--- src/rtl/adc_stream_pkg.sv ---
`default_nettype none
// ============================================================================
// Module      : adc_stream_pkg
// Description : Shared definitions for the ADC streaming path. Holds the
//               header magic, header field offsets, frame word indices,
//               the packer FSM state type and a sign-extension helper.
// Revision    : 1.0 - initial release
// ============================================================================
package adc_stream_pkg;

  // Default header magic byte
  localparam logic [7:0] ADC_MAGIC = 8'hA5;

  // Header word field offsets: {magic[31:24], n_ch[23:16], seq[15:0]}
  localparam int HDR_MAGIC_LSB = 24;
  localparam int HDR_NCH_LSB   = 16;
  localparam int HDR_SEQ_LSB   = 0;

  // Frame word indices: header first, channel c at DATA_IDX+c, check last
  localparam int HDR_IDX  = 0;
  localparam int DATA_IDX = 1;

  typedef enum logic [0:0] {
    ST_SYNC    = 1'b0,
    ST_COLLECT = 1'b1
  } state_e;

  // Index of the XOR check word for a frame of n_ch channels
  function automatic int check_idx(input int n_ch);
    return n_ch + 1;
  endfunction

  // Replicate bit (width-1) of raw into all bits above it
  function automatic logic [31:0] sign_extend(input logic [31:0] raw,
                                              input int          width);
    logic [31:0] r;
    r = '0;
    for (int i = 0; i < 32; i++) begin
      r[i] = (i < width) ? raw[i] : raw[width-1];
    end
    return r;
  endfunction

endpackage
`default_nettype wire

--- src/rtl/adc_frame_packer.sv ---
`default_nettype none
// ============================================================================
// Module      : adc_frame_packer
// Description : Collects one sample per channel (in channel order), sign-
//               extends each to 32 bits, prepends a header word and appends
//               an XOR check word. The complete frame is presented on
//               frame_words_packed together with a 1-cycle frame_valid.
// Ports       : clk, rst               - clock, synchronous active-high reset
//               enable                 - 0 drops any partial frame
//               sample_valid/ch/data   - sample beat from ADC capture
//               frame_valid            - 1-cycle pulse, frame complete
//               frame_words_packed     - word k at [32*k +: 32], held
//               seq_err                - 1-cycle pulse, channel order broken
//               busy                   - partial frame being collected
// Revision    : 1.0 - initial release
// ============================================================================
module adc_frame_packer
  import adc_stream_pkg::*;
#(
  parameter int         N_CH     = 8,
  parameter int         SAMPLE_W = 24,
  parameter logic [7:0] MAGIC    = ADC_MAGIC,
  localparam int        CH_W     = (N_CH <= 2) ? 1 : $clog2(N_CH)
) (
  input  logic                    clk,
  input  logic                    rst,
  input  logic                    enable,
  input  logic                    sample_valid,
  input  logic [CH_W-1:0]         sample_ch,
  input  logic [SAMPLE_W-1:0]     sample_data,
  output logic                    frame_valid,
  output logic [32*(N_CH+2)-1:0]  frame_words_packed,
  output logic                    seq_err,
  output logic                    busy
);

  localparam int              CHECK_IDX = check_idx(N_CH);
  localparam logic [CH_W-1:0] LAST_CH   = CH_W'(N_CH - 1);

  state_e                   state_q, state_d;
  logic [CH_W-1:0]          exp_ch_q, exp_ch_d;
  logic [31:0]              acc_q, acc_d;
  logic [15:0]              seq_q, seq_d;
  logic [31:0]              col_q [N_CH];
  logic [31:0]              col_d [N_CH];
  logic [32*(N_CH+2)-1:0]   packed_q, packed_d;
  logic                     frame_valid_q, frame_valid_d;
  logic                     seq_err_q, seq_err_d;

  logic [31:0] hdr_word;
  logic [31:0] sx_word;
  logic [31:0] acc_next;
  logic        accept;
  logic        is_start;

  always_comb begin
    state_d       = state_q;
    exp_ch_d      = exp_ch_q;
    acc_d         = acc_q;
    seq_d         = seq_q;
    col_d         = col_q;
    packed_d      = packed_q;
    frame_valid_d = 1'b0;
    seq_err_d     = 1'b0;
    accept        = 1'b0;
    is_start      = 1'b0;

    hdr_word = '0;
    hdr_word[HDR_MAGIC_LSB +: 8]  = MAGIC;
    hdr_word[HDR_NCH_LSB   +: 8]  = 8'(N_CH);
    hdr_word[HDR_SEQ_LSB   +: 16] = seq_q;

    sx_word = sign_extend(32'(sample_data), SAMPLE_W);

    if (!enable) begin
      state_d = ST_SYNC;
    end else if (sample_valid) begin
      case (state_q)
        ST_SYNC: begin
          // Non-zero channels are dropped silently until frame alignment
          if (sample_ch == '0) begin
            accept   = 1'b1;
            is_start = 1'b1;
          end
        end
        ST_COLLECT: begin
          if (sample_ch == exp_ch_q) begin
            accept = 1'b1;
          end else if (sample_ch == '0) begin
            // Restart: flag the break but keep the beat as a fresh ch0
            accept    = 1'b1;
            is_start  = 1'b1;
            seq_err_d = 1'b1;
          end else begin
            seq_err_d = 1'b1;
            state_d   = ST_SYNC;
          end
        end
        default: state_d = ST_SYNC;
      endcase
    end

    // The header is folded in at ch0 so the check word is ready with the
    // final sample and no extra cycle is needed.
    acc_next = (is_start ? hdr_word : acc_q) ^ sx_word;

    if (accept) begin
      for (int i = 0; i < N_CH; i++) begin
        if (sample_ch == CH_W'(i)) col_d[i] = sx_word;
      end
      acc_d    = acc_next;
      exp_ch_d = sample_ch + 1'b1;
      if (sample_ch == LAST_CH) begin
        packed_d[32*HDR_IDX +: 32] = hdr_word;
        for (int i = 0; i < N_CH; i++) begin
          packed_d[32*(DATA_IDX+i) +: 32] = col_d[i];
        end
        packed_d[32*CHECK_IDX +: 32] = acc_next;
        frame_valid_d = 1'b1;
        seq_d         = seq_q + 16'd1;
        state_d       = ST_SYNC;
      end else begin
        state_d = ST_COLLECT;
      end
    end
  end

  always_ff @(posedge clk) begin
    if (rst) begin
      state_q       <= ST_SYNC;
      exp_ch_q      <= '0;
      acc_q         <= '0;
      seq_q         <= '0;
      packed_q      <= '0;
      frame_valid_q <= 1'b0;
      seq_err_q     <= 1'b0;
      for (int i = 0; i < N_CH; i++) col_q[i] <= '0;
    end else begin
      state_q       <= state_d;
      exp_ch_q      <= exp_ch_d;
      acc_q         <= acc_d;
      seq_q         <= seq_d;
      packed_q      <= packed_d;
      frame_valid_q <= frame_valid_d;
      seq_err_q     <= seq_err_d;
      for (int i = 0; i < N_CH; i++) col_q[i] <= col_d[i];
    end
  end

  assign frame_valid        = frame_valid_q;
  assign frame_words_packed = packed_q;
  assign seq_err            = seq_err_q;
  assign busy               = (state_q == ST_COLLECT);

endmodule
`default_nettype wire
--- config.mk ---
export PLATFORM = sky130hd
export DESIGN_NAME = adc_frame_packer
export DESIGN_NICKNAME = d
export VERILOG_FILES = /design/src/rtl/adc_stream_pkg.sv /design/src/rtl/adc_frame_packer.sv
export SDC_FILE = /design/constraint.sdc
export NUM_CORES = 1
export LEC_CHECK = 0
export BUFFER_PORTS_ARGS = -buffer_cell sky130_fd_sc_hd__buf_2
export CAP_MARGIN = 20
export CORE_ASPECT_RATIO = 1.2
export CORE_MARGIN = 4
export CORE_UTILIZATION = 55
export DETAILED_ROUTE_END_ITERATION = 8
export PLACE_DENSITY_LB_ADDON = 0.05
export SLEW_MARGIN = 15
export SYNTH_ARGS = -nofsm -noshare
export SYNTH_HDL_FRONTEND = slang
export SYNTH_SLANG_ARGS = --single-unit
--- constraint.sdc ---
create_clock -name clk -period 2.6 [get_ports clk]
set_input_delay 0.26 -clock clk [delete_from_list [all_inputs] [get_ports clk]]
set_output_delay 0.26 -clock clk [all_outputs]
set_load 0.005 [all_outputs]
Yosys cells after proc, flatten, opt, wreduce, memory -nomap -nowiden
Cells that the tools add are included.
{"block": "op_classes", "add_sub_neg": 2, "muxes": 25, "n_reduce_logical": 4, "n_bitwise": 5, "n_eq_ne": 9}
{"cell": "$mux W32", "n": 9}
{"cell": "$xor A32 B32 Y32", "n": 1}
{"cell": "$add A16 B1 Y16 const B", "n": 1}
{"cell": "$mux W1", "n": 14}
{"cell": "$eq A3 B3 Y1 const B", "n": 4}
{"cell": "$eq A3 B2 Y1 const B", "n": 2}
{"cell": "$not A1 Y1", "n": 4}
{"cell": "$pmux W1 S2", "n": 2}
{"cell": "$reduce_or A4 Y1", "n": 1}
{"cell": "$add A3 B1 Y3 const B", "n": 1}
{"cell": "$eq A3 B1 Y1 const B", "n": 1}
{"cell": "$eq A3 B3 Y1", "n": 1}
{"cell": "$logic_not A3 Y1", "n": 1}
{"cell": "$ne A3 B1 Y1 const B", "n": 1}
{"cell": "$reduce_and A2 Y1", "n": 1}
{"cell": "$reduce_or A2 Y1", "n": 1}
{"block": "word_totals", "regBits": 619, "input_bits": 31, "elab_cells": 60, "out_inout_bits": 323}

Longest topological paths before layout
{"block": "depth", "depth_word": 8, "depth_mapped": 10, "depth_no_buf": 7}

Least setup slack after synthesis
Ideal clock, no wire load.
{"block": "synth_timing", "path_type": "input to register", "startpoint": "input port sample_ch[0]", "endpoint": "register packed_q[247], in the netlist frame_words_packed[247]", "setup_time_ns": 0.132, "stages": 10, "t_arrival_ns": 1.946, "t_required_ns": 2.468, "n_path_buf": 3, "slack_ns": 0.523, "cell_sequence": "ha_1 ha_1 nand4_1 or4_4 and2_1 buf_6 buf_6 buf_6 a211oi_1 nor3_1"}
{"block": "synth_between", "elab_chain_len": 7, "elab_cells_between_ends": 11, "classes_between": "eq/ne (3); mux (6); reduce/logical (2)"}
{"element": "start: declaration", "line_no": "adc_frame_packer.sv:29", "rtl": "input logic [CH_W-1:0] sample_ch,"}
{"element": "$logic_not A3 Y1", "line_no": "adc_frame_packer.sv:81, adc_frame_packer.sv:89"}
{"element": "$mux W1", "line_no": "adc_frame_packer.sv:81, adc_frame_packer.sv:89"}
{"element": "$mux W1", "line_no": "adc_frame_packer.sv:87", "rtl": "if (sample_ch == exp_ch_q) begin"}
{"element": "$pmux W1 S2", "line_no": "adc_frame_packer.sv:78", "rtl": "case (state_q)"}
{"element": "$mux W1", "line_no": "adc_frame_packer.sv:77", "rtl": "end else if (sample_valid) begin"}
{"element": "$mux W1", "line_no": "adc_frame_packer.sv:75", "rtl": "if (!enable) begin"}
{"element": "$reduce_and A2 Y1 (no line)"}
{"element": "end signal: assignment", "line_no": "adc_frame_packer.sv:143", "rtl": "packed_q <= packed_d;"}
{"element": "end: declaration", "line_no": "adc_frame_packer.sv:46", "rtl": "logic [32*(N_CH+2)-1:0] packed_q, packed_d;"}
Parallel ways exist; a longest one is shown, timed or not.
A chain may end at the register's enable or synchronous reset.

Worst setup path after layout
{"block": "layout_timing", "startpoint": "input port sample_ch[0]", "endpoint": "register seq_q[11]"}
{"block": "layout_between", "elab_chain_len": 7, "elab_cells_between_ends": 9, "classes_between": "eq/ne (2); mux (5); reduce/logical (2)"}
{"element": "$logic_not A3 Y1", "line_no": "adc_frame_packer.sv:81, adc_frame_packer.sv:89"}
{"element": "$mux W1", "line_no": "adc_frame_packer.sv:81, adc_frame_packer.sv:89"}
{"element": "$mux W1", "line_no": "adc_frame_packer.sv:87"}
{"element": "$pmux W1 S2", "line_no": "adc_frame_packer.sv:78"}
{"element": "$mux W1", "line_no": "adc_frame_packer.sv:77"}
{"element": "$mux W1", "line_no": "adc_frame_packer.sv:75"}
{"element": "$reduce_and A2 Y1 (no line) (*)"}
{"element": "end signal: assignment", "line_no": "adc_frame_packer.sv:142", "rtl": "seq_q <= seq_d;"}
{"element": "end: declaration", "line_no": "adc_frame_packer.sv:43", "rtl": "logic [15:0] seq_q, seq_d;"}
Every way passes the cells marked *; elsewhere a longest branch is shown, timed or not.

==> key figures <==
Outcome
  • Status: finished, final reports clean

Power
  • Power per cell area: 644.1 nW/um^2
  • Leak Pwr: 9.650 nW
  • VDD IR max: 0.5344 mV

Placement
  • Number of port buffers: 342
  • Placer Congestion: 0.8515
  • Hpwl dp: 46.03 mm

Drt
  • Avg WL per Cell: 19.34 um
  • Via/cell ratio: 5.804
  • DRC Markers: 0
  • Via count: 21,682
  • Drt first pass iters: 7
  • 1st-iter DRT viols: 1,804
  • Antenna-violating nets left: 0
  • Drt total wl: 72.25 mm

Yosys
  • Most used flip-flop cell after synthesis: dfxtp_1
  • Most frequent cell after synthesis: nand2_1
  • Flops & latches, synth: 583
  • Synth cell types: 51
  • Area of the mapped netlist: 23,670 um^2
  • Warning count from the yosys run: 0
  • Post-synth top area share: 49.31%
  • Synth area leaders: dfxtp_1 (49%), nand2_1 (12%), a21oi_1 (6.9%), a311oi_1 (5.1%), nor2_1 (4.4%)
  • Post-synth EDFFs: 0
  • Seq/Total Area, Yosys: 49.31%
  • Post-synth top area cell: dfxtp_1
  • Post-synth top cells: nand2_1 (780), dfxtp_1 (583), a21oi_1 (327)
  • Post-Syn Instances: 2,970
  • Syn Area/Cell: 7.970 um^2
  • Async SR Flop Fraction: 0%

Floorplan
  • Core area: 42,680 um^2
  • Total I/O pin count: 354
  • Die width: 197.4 um
  • Die Y: 235.3 um
  • FP Rows: 83
  • Initial Util: 55.46%
  • Area of the die: 46,430 um^2

Critical path
  • Critical path endpoint category: flop
  • Worst stage delay on the critical path: 0.55 ns
  • Critical-path top delay cell: dlygate4sd3_1
  • Worst-path maximum fanout: 15
  • Critical Path RT: 3.13 ns
  • Worst r2r src: busy
  • Worst EP arrival: 3.02 ns
  • Crit-path cells: dlygate4sd3_1, buf_2, ha_1, ha_1, nand4_1, or4_4, buf_6, a211oi_2, or3b_1, a21oi_1
  • Setup crit start kind: primary input
  • Top delay family on crit path: simple AND/OR/NAND/NOR gates
  • Most frequent CP cell: ha_1
  • Worst Path Buf+Inv: 3
  • Critical path class: in2reg
  • Crit path from: sample_ch[0]

Clocking
  • Post-CTS setup buffer count: 0
  • Clk slew on worst S/H paths: 0.06 ns
  • CTS tree: yes
  • H-tree depth: 2
  • Deepest clock path buffer count: 3
  • Latest clock arrival within the worst-skew pair: 0.61 ns
  • Root Driver: clkbuf_16
  • CTS buffer count: 55
  • CTS Sinks: 583

Worst hold path
  • Worst min path class: in2reg
  • Worst hold start: sample_data[17]

GRT
  • GRT Util Overall: 29.63%
  • Remaining Overflow, GRT: 0
  • Largest net degree at the start of global routing: 175
  • Vias in the first global route: 20,045
  • First-pass GRT wire length: 112.1 mm
  • Initial antenna violation count: 2

STA
  • Endpoints failing hold: 0
  • RSZ-0062 raised after global routing: no
  • Setup-failing EPs final: 0
  • Setup Skew: 0.01104 ns
  • Fin. max-slew vios: 0
  • Final TNS setup: 0 ns
  • Crit path time final: 2.489 ns
  • Worst slew pin tran: 0.7555 ns
  • Slew Limit Headroom: 49.63%
  • Fmax: 401.8 MHz
  • Final period util: 95.73%

Finish
  • # nets final: 3,181
  • Util after Layout: 64.37%
  • Fraction of layout cells with a size suffix above 1: 17.78%
  • Area delta synth->final: 16.08%
  • N_diodes: 0

Job
  • Max-cap violations: 0
-- layout by cell type (no fill, tap or decap), types with 3 or more instances in the layout --
| cell | Yosys | final |
|---|---|---|
| conb_1 | 1 | 11 |
| a2111oi_2 | 3 | 3 |
| and2_1 | 6 | 5 |
| nor3_1 | 58 | 58 |
| nand3_1 | 147 | 147 |
| xor2_1 | 8 | 8 |
| a311oi_1 | 139 | 139 |
| a21oi_1 | 327 | 327 |
| or3_1 | 6 | 6 |
| clkbuf_1 | 198 | 12 |
| and3_1 | 4 | 4 |
| dlygate4sd3_1 | 0 | 3 |
| o21ai_2 | 0 | 3 |
| dfxtp_1 | 583 | 583 |
| clkinv_2 | 0 | 9 |
| a31o_2 | 4 | 4 |
| buf_4 | 16 | 67 |
| a211oi_1 | 83 | 83 |
| nor2_2 | 3 | 4 |
| o311ai_0 | 33 | 33 |
| clkbuf_8 | 0 | 20 |
| o32ai_1 | 4 | 4 |
| ha_1 | 7 | 6 |
| mux2i_1 | 23 | 23 |
| inv_1 | 7 | 7 |
| mux2_2 | 4 | 4 |
| nor2b_2 | 0 | 3 |
| or4_1 | 17 | 16 |
| nand2_1 | 780 | 780 |
| nand4_1 | 3 | 3 |
| xnor2_1 | 23 | 23 |
| o211ai_1 | 27 | 27 |
| a21oi_2 | 3 | 3 |
| and4_1 | 3 | 3 |
| clkbuf_16 | 0 | 55 |
| buf_12 | 0 | 21 |
| o21ai_0 | 23 | 23 |
| buf_2 | 76 | 340 |
| a211oi_2 | 15 | 15 |
| nor2_1 | 277 | 276 |
-- worst min-delay path: stages --
cell,delay [ns]
buf_2,0.22
nand2_1,0.10
a21oi_1,0.05
-- per-layer routing --
| metal | GRT usage [%] | part of all wire [%] |
|---|---|---|
| met5 | 0 | 0.029 |
| met4 | 8.680 | 2.7 |
| met3 | 5.826 | 7.0 |
| met2 | 49.67 | 49 |
| met1 | 38.85 | 41 |
-- metrics by stage --
step / hold WS [ns] / total power, mW / cell area [um^2] / instances / worst slack [ns]
4_1_cts: 0.04631 / 17.83 / 27460 / 3736 / 0.1245
3_3_place_gp: 0.4389 / 9.987 / 25660 / 3635 / 0.1213
2_1_floorplan: 0.3557 / 9.696 / 23710 / 2980 / 0.5226
3_5_place_dp: 0.4457 / 10.00 / 25660 / 3635 / 0.05111
5_1_grt: 0.06781 / 18.23 / 27480 / 3736 / 0.01009
6_report: 0.08182 / 17.70 / 27480 / 3736 / 0.1110
-- worst paths after layout --
| kind | to | slack (ns) | cells past startpoint |
|---|---|---|---|
| setup / recovery | seq_q[11] | 0.11 | 10 |
| hold / removal | col_q[209] | 0.08 | 3 |
| setup reg to reg | col_q[123] | 0.27 | 7 |
| hold reg to reg | frame_words_packed[263] | 0.45 | 2 |
-- where the power goes --
part | internal (mW) | switching (mW) | leakage (nW) | total, mW
clock | 4.46 | 3.42 | 0.885 | 7.88
sequential | 8.97 | 0.0261 | 4.70 | 8.99
combinational | 0.187 | 0.636 | 4.07 | 0.824
total | 13.6 | 4.08 | 9.65 | 17.7
-- kinds of logic (layout without fill, tap and decap cells) --
kind of cell	Yosys count	in the layout	share of synthesized area (%)
simple gates	1315	1315	22.71
compound gates	669	669	19.00
flops	583	583	49.31
buf+inv	337	541	6.290
xor+xnor	31	31	1.147
mux	27	27	1.163
fa+ha+maj	7	7	0.3700
other cells	1	11	0.01584
-- cell type report --
type,instances,area (um^2)
fillers,3767,15210
clock inverters,11,73.82
inverters,9,33.78
flip-flops and latches,583,11670
multi-input cells,2060,10600
well taps,552,690.7
repair buffers,434,2709
clock buffers,87,1697
-- sequential cells by signal, summed over array words and instances, names as in the netlist --
name	cells
col_q	224
frame_words_packed	305
frame_valid	1
acc_q	32
busy	1
seq_err	1
seq_q	16
exp_ch_q	3
-- repair_timing --
| item | CTS | global route |
|---|---|---|
| resized for setup | 0 | 3 |
| endpoints found under the hold margin | 4 | 0 |
| hold buffers | 3 | 0 |
| endpoints found under the setup margin | 0 | 16 |
Power figures use the tool's default switching activity.
